## config.mk

```make
export PLATFORM = sky130hd
export DESIGN_NAME = sram_host_ctrl
export DESIGN_NICKNAME = d
export VERILOG_FILES = /design/src/rtl/sram_host_ctrl.sv
export SDC_FILE = /design/constraint.sdc
export NUM_CORES = 1
export LEC_CHECK = 0
export BUFFER_PORTS_ARGS = -buffer_cell sky130_fd_sc_hd__buf_2
export CAP_MARGIN = 40
export CELL_PAD_IN_SITES_DETAIL_PLACEMENT = 2
export CELL_PAD_IN_SITES_GLOBAL_PLACEMENT = 2
export CORE_MARGIN = 3
export CORE_UTILIZATION = 27
export DETAILED_ROUTE_END_ITERATION = 12
export GPL_TIMING_DRIVEN = 1
export PLACE_DENSITY = 0.81
export SLEW_MARGIN = 20
export SYNTH_ARGS = -nofsm -noshare
export SYNTH_HDL_FRONTEND = slang
export SYNTH_SLANG_ARGS = --single-unit
```

## constraint.sdc

```tcl
create_clock -name clk -period 1.5 [get_ports clk]
set_clock_uncertainty 0.15 [all_clocks]
set_input_delay 0.15 -clock clk [delete_from_list [all_inputs] [get_ports clk]]
set_output_delay 0.15 -clock clk [all_outputs]
set_load 0.01 [all_outputs]
```

## src/rtl/sram_host_ctrl.sv

```systemverilog
// Host-side initiator for sram_top: serialises write data, strobes w_en/r_en and returns one response per request.
// Optional read timeout is enabled by defining SRAM_HOST_TIMEOUT_EN.
module sram_host_ctrl #(
  parameter int ROWS    = 2,
  parameter int COLS    = 1,
  parameter int TIMEOUT = 15
) (
  input  logic            clk,
  input  logic            rst,
  input  logic            req_valid,
  output logic            req_ready,
  input  logic            req_write,
  input  logic [ROWS-1:0] req_addr,
  input  logic [COLS-1:0] req_wdata,
  output logic            rsp_valid,
  output logic [COLS-1:0] rsp_rdata,
  output logic            rsp_err,
  output logic            serial_in,
  output logic            shift,
  output logic            w_en,
  output logic            r_en,
  output logic [ROWS-1:0] addr,
  input  logic            data_valid,
  input  logic [COLS-1:0] data_out
);

  localparam int CMAX  = (COLS > TIMEOUT) ? COLS : TIMEOUT;
  localparam int CNT_W = $clog2(CMAX + 1);

  typedef enum logic [2:0] {IDLE, SHIFT, WRITE, READ, WAIT, RESP} state_t;

  state_t           state;
  logic [CNT_W-1:0] cnt;
  logic [COLS-1:0]  wdata_q;

  // Shared bit/wait counter saturates instead of wrapping.
  function automatic logic [CNT_W-1:0] cnt_inc(input logic [CNT_W-1:0] c);
    return (c == CNT_W'(CMAX)) ? c : c + 1'b1;
  endfunction

`ifndef SRAM_HOST_TIMEOUT_EN
  assign rsp_err = 1'b0;
`endif

  always_ff @(posedge clk) begin
    if (rst) begin
      state     <= IDLE;
      cnt       <= '0;
      req_ready <= 1'b0;
      rsp_valid <= 1'b0;
      rsp_rdata <= '0;
      serial_in <= 1'b0;
      shift     <= 1'b0;
      w_en      <= 1'b0;
      r_en      <= 1'b0;
      addr      <= '0;
`ifdef SRAM_HOST_TIMEOUT_EN
      rsp_err   <= 1'b0;
`endif
    end else begin
      // Strobes are single-cycle unless a state below re-asserts them.
      req_ready <= 1'b0;
      rsp_valid <= 1'b0;
      serial_in <= 1'b0;
      shift     <= 1'b0;
      w_en      <= 1'b0;
      r_en      <= 1'b0;
      case (state)
        IDLE: begin
          req_ready <= 1'b1;
          if (req_valid && req_ready) begin
            req_ready <= 1'b0;
            addr      <= req_addr;
            cnt       <= '0;
            if (req_write) begin
              state     <= SHIFT;
              shift     <= 1'b1;
              serial_in <= req_wdata[COLS-1];
              wdata_q   <= req_wdata << 1;
            end else begin
              state <= READ;
              r_en  <= 1'b1;
            end
          end
        end
        SHIFT: begin
          if (cnt == CNT_W'(COLS - 1)) begin
            state <= WRITE;
            w_en  <= 1'b1;
          end else begin
            cnt       <= cnt_inc(cnt);
            shift     <= 1'b1;
            serial_in <= wdata_q[COLS-1];
            wdata_q   <= wdata_q << 1;
          end
        end
        WRITE: begin
          state     <= RESP;
          rsp_valid <= 1'b1;
          rsp_rdata <= '0;
`ifdef SRAM_HOST_TIMEOUT_EN
          rsp_err   <= 1'b0;
`endif
        end
        READ: begin
          state <= WAIT;
          cnt   <= '0;
        end
        WAIT: begin
          // Data is checked first so a late data_valid beats the timeout.
          if (data_valid) begin
            state     <= RESP;
            rsp_valid <= 1'b1;
            rsp_rdata <= data_out;
`ifdef SRAM_HOST_TIMEOUT_EN
            rsp_err   <= 1'b0;
          end else if (cnt == CNT_W'(TIMEOUT - 1)) begin
            state     <= RESP;
            rsp_valid <= 1'b1;
            rsp_rdata <= '0;
            rsp_err   <= 1'b1;
`endif
          end else begin
            cnt <= cnt_inc(cnt);
          end
        end
        RESP: begin
          state     <= IDLE;
          req_ready <= 1'b1;
          addr      <= '0;
          rsp_rdata <= '0;
`ifdef SRAM_HOST_TIMEOUT_EN
          rsp_err   <= 1'b0;
`endif
        end
        default: state <= IDLE;
      endcase
    end
  end

endmodule

```

==> metrics.cfg <==
[logic_synthesis]
async_flop_share=0
synth_cells=94
yosys_warnings=0
ys_types=42
ys.flop_type=dfxtp_1
yosys_register_bits=16
syn_area_um2=843
yosysTopAreaCellShare=0.380
ys_top_cells_by_area=dfxtp_1 (38%), mux2i_1 (4.7%), nor3_1 (3.6%), nor2_1 (3.1%), a21oi_1 (3.0%)
syn_nets=105
avgSynthCellArea_um2=8.97
synth-edff-count=0
ys_seq_area_frac=0.380
yosysTopAreaCell=dfxtp_1

[detailed_routing]
routed_wl_um=2750
ant_nets=0
drcViolationCount=0
dr.pass1.iters=3
vias_per_cell=4.82
vias=843
wire_per_inst_um=15.7
initialDrtViolationCount=23

[global_route]
antenna_found_initial=0
grt_pass1_vias=897
grt.busiest_layer=met2
track_usage=0.163
grt_use_met2=0.286
use_met1=0.186
grt_max_degree=16
met3_usage=0.0496
grt_pass1_wl_um=4450
overflow=0

[cells_and_area]
syn_to_final_growth_pct=48.1
fin_nets=145
drive_above_1_share=0.459
fin_area_mm2=0.00125
diodes=0
fillerInstances=325
utilization=0.434

[placement]
finalWeightedCongestion=0.711
hpwl_um=2020
dpl_cell_area_mm2=0.00107
port_buffers=17

[clocking]
cts_tree=done
clk_pin_slew_ps=100
clock-sinks=16
cts.path.max_buffers=2
clk_latency_ps=300
cts_max_level=1
root_buffer=clkbuf_4
cts_buffers=3

[worst_setup_path]
cp-startpoint=state[0]
crit_end=cnt[2]
arrival_ps=1670
crit_path_start_kind=flop
critical_path.slowest_cell=or4b_4
path_cells=or4b_4 > o211ai_4 > buf_4 > a21o_1 > a21oi_1
cp.depth=5
critPathTopFamily=simple AND/OR/NAND/NOR gates
critical_path_class=flop to flop
crit_fanout=5
crit_path_max_incr_delay_ps=530
r2r_end=cnt[2]
reg2reg_from=state[0]
worst-path-buf-inv=1
r2r_cells=5
ff2ff_setup_slack_ps=-120
cp.required_ps=1550
endpoint_kind=flop

[sta]
fin_crit_sh=1.08
hold_viol=0
finalSetupViolations=5
slew_viol_final=0
setup_ws_ps=-122
rsz0062_at_grt=yes
post-route-min-period_ps=1620
fmax_mhz=617

[min_path]
hold_depth=2
hp-class=input port to flop

[pwr]
switchingPower_w=0.000374
netSwitchingFraction=0.316
p_int_w=0.000810
p_leak_nw=0.529
pwr-share-comb=0.340
p_seq_frac=0.408
clockPowerShare=0.252
p_per_area_mw_per_mm2=949
peakVddDrop_mv=0.484

[die]
die_w_um=61.9
ios=19
die_h_um=61.9
rows=19
die_area_mm2=0.00383
initial_core_util=0.293
core_mm2=0.00288

[outcome]
outcome=finished with violations
violations=setup timing

[job]
maxCapViolCount=0

==> stage by stage <==
| step | setup WS (ps) | power [W] | hold WS [ps] | std cells | TNS, ps |
|---|---|---|---|---|---|
| after floorplan | -23.8 | 0.000697 | 79.3 | 94 | -37.2 |
| after global placement | -63.6 | 0.000829 | 230 | 163 | -165 |
| after detailed placement | -122 | 0.000853 | 237 | 163 | -441 |
| after CTS | -119 | 0.00119 | 32.0 | 173 | -437 |
| after global routing | -154 | 0.00127 | 82.5 | 175 | -714 |
| final | -122 | 0.00118 | 58.8 | 175 | -362 |
==> how the worst min path moves through the flow <==
stage,startpoint,to,slack (ps)
2_1_floorplan,req_write,r_en,80
3_3_place_gp,req_write,r_en,230
3_5_place_dp,req_write,r_en,240
4_1_cts,rst,state[2],30
5_1_grt,rst,state[2],80
6_report,rst,state[2],60
==> final cells by class <==
class	instances	area, µm²	share of cell area
Clock buffer	4	36.3	0.0291
Tap cell	42	52.6	0.0421
Timing Repair Buffer	41	285	0.228
Inverter	4	15.0	0.0120
Sequential cell	16	332	0.266
Multi-Input combinational cell	68	528	0.423
==> power by group through the flow <==
stage / Combinational, W / Sequential (W) / Clock (W)
floorplan: 0.000200 / 0.000497 / 0
global placement: 0.000341 / 0.000487 / 0
CTS: 0.000388 / 0.000482 / 0.000323
detailed placement: 0.000361 / 0.000492 / 0
global route: 0.000445 / 0.000485 / 0.000336
finish: 0.000403 / 0.000483 / 0.000298
==> synth_stat cells, types with 2 or more instances <==
| cell type | count |
|---|---|
| inv_1 | 3 |
| ha_1 | 2 |
| clkbuf_1 | 3 |
| a31oi_1 | 2 |
| o22ai_1 | 2 |
| buf_2 | 2 |
| mux2i_1 | 4 |
| dfxtp_1 | 16 |
| nand2_1 | 5 |
| nor3_1 | 6 |
| nand3_1 | 2 |
| and2_1 | 2 |
| a21oi_1 | 5 |
| nand2b_1 | 4 |
| nor2b_1 | 2 |
| nor2_1 | 7 |
| and3_1 | 2 |
==> registers in the layout (all words and copies together) (netlist names) <==
name       flops
addr           2
cnt            4
r_en           1
req_ready      1
rsp_rdata      1
rsp_valid      1
serial_in      1
shift          1
state          3
w_en           1
==> routing by layer <==
layer | share of wire | routed length [µm] | vias up
li1 | - | - | 420
met1 | 0.42 | 1150 | 402
met2 | 0.53 | 1460 | 16
met3 | 0.035 | 96 | 5
met4 | 0.015 | 40 | 0
met5 | 0 | 0 | -
==> what timing repair did <==
action                     in CTS  in global routing
hold buffers                    5                  0
hold endpoints to repair        5                  0
setup endpoints to repair       8                 11
pin swaps                       5                  6
setup buffers                   1                  2
gates resized for setup         8                 14
==> cells by family after synthesis <==
group                      synth area share
AOI/OAI and AO/OA                     0.221
adders and majority gates            0.0297
buffers and inverters                0.0519
DFF                                   0.380
muxes                                0.0608
other                               0.00445
and+or+nand+nor                       0.252
==> layout by cell type (no fill, tap or decap), drive strengths merged, types with 2 or more instances in the layout <==
| master | count |
|---|---|
| nand2 | 5 |
| nor2b | 2 |
| o21ai | 2 |
| nor2 | 7 |
| nand2b | 4 |
| o22ai | 3 |
| and3 | 2 |
| a211oi | 2 |
| a31oi | 2 |
| inv | 4 |
| nand3 | 2 |
| dfxtp | 16 |
| nor3 | 6 |
| buf | 36 |
| ha | 2 |
| a21oi | 5 |
| dlygate4sd3 | 5 |
| mux2i | 4 |
| and2 | 2 |
| clkbuf | 4 |
(Power assumes the default switching activity.)
